`config.mk`:
```
export PLATFORM = sky130hd
export DESIGN_NAME = coherence_bus_ctrl
export DESIGN_NICKNAME = d
export VERILOG_FILES = /design/src/rtl/coherence_bus_ctrl.sv
export SDC_FILE = /design/constraint.sdc
export NUM_CORES = 1
export LEC_CHECK = 0
export ABC_CLOCK_PERIOD_IN_PS = 1800
export BUFFER_PORTS_ARGS = -buffer_cell sky130_fd_sc_hd__buf_2
export CAP_MARGIN = 20
export CORE_AREA = 2 2 194 196
export CTS_CLUSTER_DIAMETER = 40
export DETAILED_ROUTE_END_ITERATION = 7
export DIE_AREA = 0 0 196 198
export SETUP_SLACK_MARGIN = 0.02
export SLEW_MARGIN = 10
export SYNTH_ARGS = -nofsm -noshare
export SYNTH_HDL_FRONTEND = slang
export SYNTH_SLANG_ARGS = --single-unit
```
`constraint.sdc`:
```
create_clock -name CLK -period 1.8 [get_ports CLK]
set_clock_uncertainty 0.05 [all_clocks]
set_input_delay 0.09 -clock CLK [delete_from_list [all_inputs] [get_ports CLK]]
set_output_delay 0.09 -clock CLK [all_outputs]
set_load 0.05 [all_outputs]
```
`src/rtl/coherence_bus_ctrl.sv`:
```
// coherence_bus_ctrl: arbitrates two cores' I/D traffic onto one RAM and drives MSI snoops
module coherence_bus_ctrl #(
   parameter int CPUS   = 2,
   parameter int WORD_W = 32
) (
   input  logic                     CLK,
   input  logic                     nRST,
   input  logic [CPUS-1:0]          iREN_i,
   input  logic [CPUS*WORD_W-1:0]   iaddr_i,
   output logic [CPUS-1:0]          iwait_o,
   output logic [CPUS*WORD_W-1:0]   iload_o,
   input  logic [CPUS-1:0]          dREN_i,
   input  logic [CPUS-1:0]          dWEN_i,
   input  logic [CPUS*WORD_W-1:0]   daddr_i,
   input  logic [CPUS*WORD_W-1:0]   dstore_i,
   output logic [CPUS-1:0]          dwait_o,
   output logic [CPUS*WORD_W-1:0]   dload_o,
   input  logic [CPUS-1:0]          cctrans_i,
   input  logic [CPUS-1:0]          ccwrite_i,
   output logic [CPUS-1:0]          ccwait_o,
   output logic [CPUS-1:0]          ccinv_o,
   output logic [CPUS*WORD_W-1:0]   ccsnoopaddr_o,
   output logic                     ramREN_o,
   output logic                     ramWEN_o,
   output logic [WORD_W-1:0]        ramaddr_o,
   output logic [WORD_W-1:0]        ramstore_o,
   input  logic [WORD_W-1:0]        ramload_i,
   input  logic                     ramwait_i
);
   typedef enum logic [2:0] {IDLE, IFETCH, DWRITE, SNOOP, C2C, DREAD} state_t;
   state_t state_q, state_d;
   logic rr_q, rr_d, req_q, req_d, cnt_q, cnt_d, hold_q, hold_d;
   logic r, o, g;
   logic [CPUS-1:0][WORD_W-1:0] iaddr, daddr, dstore, iload, dload, snoop;
   logic [CPUS-1:0] iwait, dwait, ccwait, ccinv;
   function automatic logic pick(input logic [1:0] v, input logic p);
      return (&v) ? ~p : v[1];
   endfunction
   assign iaddr = iaddr_i;
   assign daddr = daddr_i;
   assign dstore = dstore_i;
   assign r = req_q;
   assign o = ~req_q;
   assign g = |dWEN_i ? pick(dWEN_i, rr_q) : |dREN_i ? pick(dREN_i, rr_q) : pick(iREN_i, rr_q);
   assign iwait_o = iwait;
   assign iload_o = iload;
   assign dwait_o = dwait;
   assign dload_o = dload;
   assign ccwait_o = ccwait;
   assign ccinv_o = ccinv;
   assign ccsnoopaddr_o = snoop;
   // state, round-robin pointer, granted core, C2C word count and writeback hold
   always_ff @(posedge CLK or negedge nRST) begin
      if (!nRST) begin
         state_q <= IDLE;
         rr_q <= 1'b0;
         req_q <= 1'b0;
         cnt_q <= 1'b0;
         hold_q <= 1'b0;
      end else begin
         state_q <= state_d;
         rr_q <= rr_d;
         req_q <= req_d;
         cnt_q <= cnt_d;
         hold_q <= hold_d;
      end
   end
   // arbitration, next state and all bus/snoop outputs; completions are gated by a still-present request
   always_comb begin
      state_d = state_q;
      rr_d = rr_q;
      req_d = req_q;
      cnt_d = cnt_q;
      hold_d = 1'b0;
      iwait = '1;
      dwait = '1;
      iload = '0;
      dload = '0;
      ccwait = '0;
      ccinv = '0;
      snoop = '0;
      ramREN_o = 1'b0;
      ramWEN_o = 1'b0;
      ramaddr_o = '0;
      ramstore_o = '0;
      case (state_q)
         IDLE: begin
            if (hold_q && dWEN_i[r]) begin
               state_d = DWRITE;
            end else if (|{dWEN_i, dREN_i, iREN_i}) begin
               req_d = g;
               rr_d = g;
               state_d = |dWEN_i ? DWRITE : |dREN_i ? (cctrans_i[g] ? SNOOP : DREAD) : IFETCH;
            end
         end
         IFETCH: begin
            ramREN_o = 1'b1;
            ramaddr_o = iaddr[r];
            if (!ramwait_i) begin
               iwait[r] = ~iREN_i[r];
               iload[r] = iREN_i[r] ? ramload_i : '0;
               state_d = IDLE;
            end
         end
         DWRITE: begin
            ramWEN_o = 1'b1;
            ramaddr_o = daddr[r];
            ramstore_o = dstore[r];
            if (!ramwait_i) begin
               dwait[r] = ~dWEN_i[r];
               hold_d = 1'b1;
               state_d = IDLE;
            end
         end
         SNOOP: begin
            ccwait[o] = 1'b1;
            ccinv[o] = ccwrite_i[r];
            snoop[o] = daddr[r];
            if (ccwrite_i[o]) begin
               cnt_d = 1'b0;
               state_d = C2C;
            end else if (cctrans_i[o]) begin
               state_d = DREAD;
            end
         end
         C2C: begin
            ccwait[o] = 1'b1;
            ccinv[o] = ccwrite_i[r];
            snoop[o] = daddr[r];
            dload[r] = dstore[o];
            ramWEN_o = dWEN_i[o];
            ramaddr_o = daddr[o];
            ramstore_o = dstore[o];
            if (dWEN_i[o] && !ramwait_i) begin
               dwait[o] = 1'b0;
               dwait[r] = !(dREN_i[r] && daddr[o] == daddr[r]);
               cnt_d = 1'b1;
               state_d = cnt_q ? IDLE : C2C;
            end
         end
         DREAD: begin
            ramREN_o = 1'b1;
            ramaddr_o = daddr[r];
            if (!ramwait_i) begin
               dwait[r] = ~dREN_i[r];
               dload[r] = dREN_i[r] ? ramload_i : '0;
               state_d = IDLE;
            end
         end
         default: state_d = IDLE;
      endcase
   end
endmodule

```
# After elaboration in Yosys (flattened, before gate mapping)
# Index checks and enable logic that the tools add are counted.
totals:
  ram_bits: 0
  input_bits: 237
  latch_bits: 0
  mem_bits_ro: 0
  ff_bits: 6
  elab_cells: 132
  out_inout_bits: 266
  memories: 0
classes:
  eq_ne: 11
  n_mux: 75
  div: 0
  multipliers: 0
  n_shift: 0
  bitwise: 15
  n_reduce_logical: 22
  addsub: 0
  n_lt_le_gt_ge: 5
ops:
  columns: ["cell", "count"]
  rows:
  - ["$mux W32", 14]
  - ["$and A64 B64 Y64", 4]
  - ["$mux W64", 4]
  - ["$pmux W64 S2", 1]
  - ["$pmux W32 S3", 1]
  - ["$demux W32 S1", 2]
  - ["$pmux W32 S2", 1]
  - ["$eq A32 B32 Y1", 1]
  - ["$mux W3", 10]
  - ["$mux W1", 28]
  - ["$mux W2", 7]
  - ["$pmux W3 S4", 1]
  - ["$reduce_or A2 Y1", 5]
  - ["$eq A3 B2 Y1 const B", 2]
  - ["$eq A3 B3 Y1 const B", 2]
  - ["$lt A1 B2 Y1 const B", 3]
  - ["$ne A2 B2 Y1 const B", 3]
  - ["$ne A3 B3 Y1 const B", 2]
  - ["$or A2 B2 Y2", 3]
  - ["$pmux W2 S3", 1]
  - ["$reduce_and A2 Y1", 3]
  - ["$reduce_and A3 Y1", 2]
  - ["$reduce_or A6 Y1", 1]
  - ["$logic_and A1 B1 Y1", 5]
  - ["other kinds (13)", 22]

# Depth between registers and ports, before layout
logic_depth:
  depth_word: 12
  ltp_mapped: 8
  mapped_depth_nobuf: 5

# Worst setup path after synthesis
# Ideal clock, no wire load.
synth_timing:
  path_kind: "register -> output"
  startpoint: "register state_q[1]"
  endpoint: "output ramaddr_o[11]"
  path_buffers: 2
  stages_incl_launch_ff: 8
  setup_slack_ps: -742
  t_required_ps: 1660
  arrival_time_ps: 2402
  path_cell_list: "dfrtp_1 > buf_6 > nor2b_4 > nand2_1 > nand2_1 > clkbuf_1 > a221oi_1 > o22ai_1"
synth_between:
  elab_chain_cells: 3
  word_cells_on_any_way: 6
  cone_classes: "eq/ne: 4; mux: 1; reduce/logical: 1"
synth_lines:
  columns: ["item", "line_no", "source"]
  rows:
  - ["start: declaration", "31", "state_t state_q, state_d;"]
  - ["start signal: assignment", "61", "state_q <= state_d;"]
  - ["$eq A3 B3 Y1 or $eq A3 B2 Y1 (tied branches)", "86", "case (state_q)"]
  - ["$reduce_or A2 Y1 (no source line)", null, null]
  - ["$pmux W32 S3 (*)", "86", null]
  - ["end: declaration", "25", "output logic [WORD_W-1:0] ramaddr_o,"]
# Mark *: on every way between the ends. The rest lies on a longest branch, timed or not.

# Final worst setup path
layout_timing:
  startpoint: "register state_q[0]"
  endpoint: "output ramaddr_o[24]"
# Same word-level chain as after synthesis.

==> impl_metrics.ini <==
[global_route]
grt_pass1_vias = 8582
grt_max_degree = 41
grt_pass1_wl_um = 54700
overflow = 0
grt_use_total_pct = 18.6
grt_antenna_before_repair = 4

[timing]
hold_violations = 0
slew_headroom_pct = 71.2
setup_viol = 269
worst_slew_pin_slew_ps = 432
final_max_slew_viol_count = 0
rsz0062_at_grt = true
fin_ws_ps = -478
post-route-period-util_pct = 127
fmax_mhz = 439
period_minus_slack_ps = 2280

[synth]
synth_edf_count = 0
postSynthCellCount = 636
seq_area_frac_synth_pct = 3.32
synthArstFlopShare_pct = 100
yosys-top-cells-count = and2_1 (131), a221oi_1 (113), a22o_1 (65)
ys_types = 51
synthFlopType = dfrtp_1
syn_nets = 873
syn_avg_cell_area_um2 = 7.10
synth_seq_cells = 6
synth_top_cell_by_area = a221oi_1
synth.most_common_cell = and2_1
ys_top_cells_by_area = a221oi_1 (22%), and2_1 (18%), a22o_1 (13%), nor2_1 (5.2%), mux2i_1 (4.7%)
netlist_area_um2 = 4520
yosysTopAreaCellShare_pct = 21.9
yosys_warnings = 0

[worst_setup_path]
worst-endpoint-required_ps = 1660
startpoint = state_q[0]
crit_end = ramaddr_o[24]
end_kind = primary output
worstPathArrival_ps = 2140
rr_worst_depth = 8
critPathKind = flop to primary output
reg2reg_to = r
r2r_setup_slack_ps = -180
r2r-start = r
cp_max_fo = 7
start_kind = flop

[placement]
dp_slack_ps = -403
dp_hpwl_um = 29800
io_buffers = 502
gp_congestion = 0.890

[clock_network]
clkSlewWorstSetupHoldPaths_ps = 40
root_buffer = clkbuf_16
clk_path_buf_depth = 2
cts.htree.levels = 1
cts_tree = built
clk_latency_ps = 240
cts.sinks = 6
cts-buffers-inserted = 3

[pwr]
power_leakage_nw = 6.89
ir_worst_vdd_mv = 1.03
powerDensity_nw_per_um2 = 1980
power_mw = 31.2

[die]
top_level_ports = 503
start_util_pct = 12.2
row_count = 71
die_area_um2 = 38800
die_w_um = 196
die-height_um = 198
fp.coreArea_um2 = 37000

[layout]
syn_to_final_growth_pct = 248
final_nets = 1533
drive_gt1_share_pct = 88.3
fill_cells = 3322
final_core_util_pct = 42.6

[flow_run]
maxCapViolations = 0

[detailed_routing]
first_pass_iters = 5
ant_nets = 0
vias_per_cell = 5.04
drt_iter0_markers = 391
wl_per_cell_um = 27.3
drc = 0
routed_wl_um = 48300
vias = 8920

[hold_path]
min_path_type = input port to async pin

[outcome]
status = finished, violations left
violations = setup timing
area by class of cell:
| type | instances | area, um2 | share of cell area (%) |
|---|---|---|---|
| clock buffer | 4 | 78.8 | 0.501 |
| antenna | 2 | 5.00 | 0.0318 |
| timing repair buffer | 731 | 8070 | 51.3 |
| sequential | 6 | 155 | 0.986 |
| inverter | 5 | 26.3 | 0.167 |
| tap | 474 | 593 | 3.77 |
| multi-input combinational | 549 | 6810 | 43.3 |
report_power, final:
group,total (mW),switching [mW],leakage (nW),internal [mW]
clock,0.387,0.0920,0.0382,0.295
combinational,30.5,16.8,6.78,13.7
sequential,0.310,0.0978,0.0734,0.212
total,31.2,16.9,6.89,14.2
timing repair:
item	in CTS	in global routing
setup buffers	18	33
endpoints found under the setup margin	269	269
hold endpoints to repair	6	0
resized for setup	350	687
hold buffers	1	0
gates cloned	10	33
pin swaps	35	85
metal layers:
| layer | wire length (um) | GRT usage, % | up-vias | share of wire, % |
|---|---|---|---|---|
| met1 | 17100 | 20.2 | 4413 | 35 |
| met5 | 17 | 0 | - | 0.035 |
| met3 | 3150 | 2.33 | 102 | 6.5 |
| met4 | 1790 | 7.07 | 2 | 3.7 |
| met2 | 26300 | 36.5 | 537 | 54 |
| li1 | - | - | 3866 | - |
cells by family (layout without fill, tap and decap cells):
group	Yosys count	after routing	synth area share (%)
AO/OA/AOI/OAI	251	251	45.7
XOR/XNOR	30	30	5.82
buffers and inverters	81	740	8.97
flip-flops	6	6	3.32
multiplexers	22	22	4.90
other	0	2	0
AND/OR/NAND/NOR	246	246	31.3
state kept, by name, indices dropped and copies added, names as in the netlist:
register / count
cnt_q: 1
r: 1
state_q: 3
hold_q: 1
placed cells by master, fill, tap and decap left out, types with 5 or more instances in the layout:
master       n
a221oi_1     6
nor2b_1      5
nor2_1      27
and2_2      23
mux2i_1     19
buf_8      154
a221o_2     16
buf_6      126
xor2_1      24
a221oi_4    54
a22o_2       6
nor2_4      37
o22ai_4     16
buf_16      10
a22o_4      56
a21oi_2      6
buf_2      238
a221oi_2    53
buf_12      75
buf_4      102
and2_4     104
a21oi_4      6
xnor2_1      6
a21oi_1     14
clkbuf_16   26
stage by stage:
step | hold WS [ps] | instance area [um2] | setup TNS (ps) | std cells
after floorplan | -256 | 5960 | -10940 | 636
after global placement | -120 | 10500 | -34980 | 1689
after detailed placement | -124 | 10500 | -35360 | 1689
after CTS | 144 | 12300 | -82830 | 1718
after global routing | 200 | 15700 | -117710 | 1770
final | 181 | 15700 | -99630 | 1771
critical path, cell delays in order, from the launching register on:
cell       delay, ps
dfrtp_1          390
buf_6            140
nor2b_4          130
nor2b_4          150
buf_12           130
clkbuf_16        170
a221oi_2         240
nor2_1            60
a221o_2          330
buf_12           160
worst min path at each step:
stage                          from  endpoint  slack, ps  cells past startpoint
final                          nRST         r        180                      2
after global routing           nRST         r        200                      2
after CTS                 ramwait_i    hold_q        140                      2
after detailed placement       nRST         r       -120                      1
after global placement         nRST         r       -120                      1
after floorplan                nRST     cnt_q       -260                      0
Note: power is estimated with default switching activity, not from simulation.
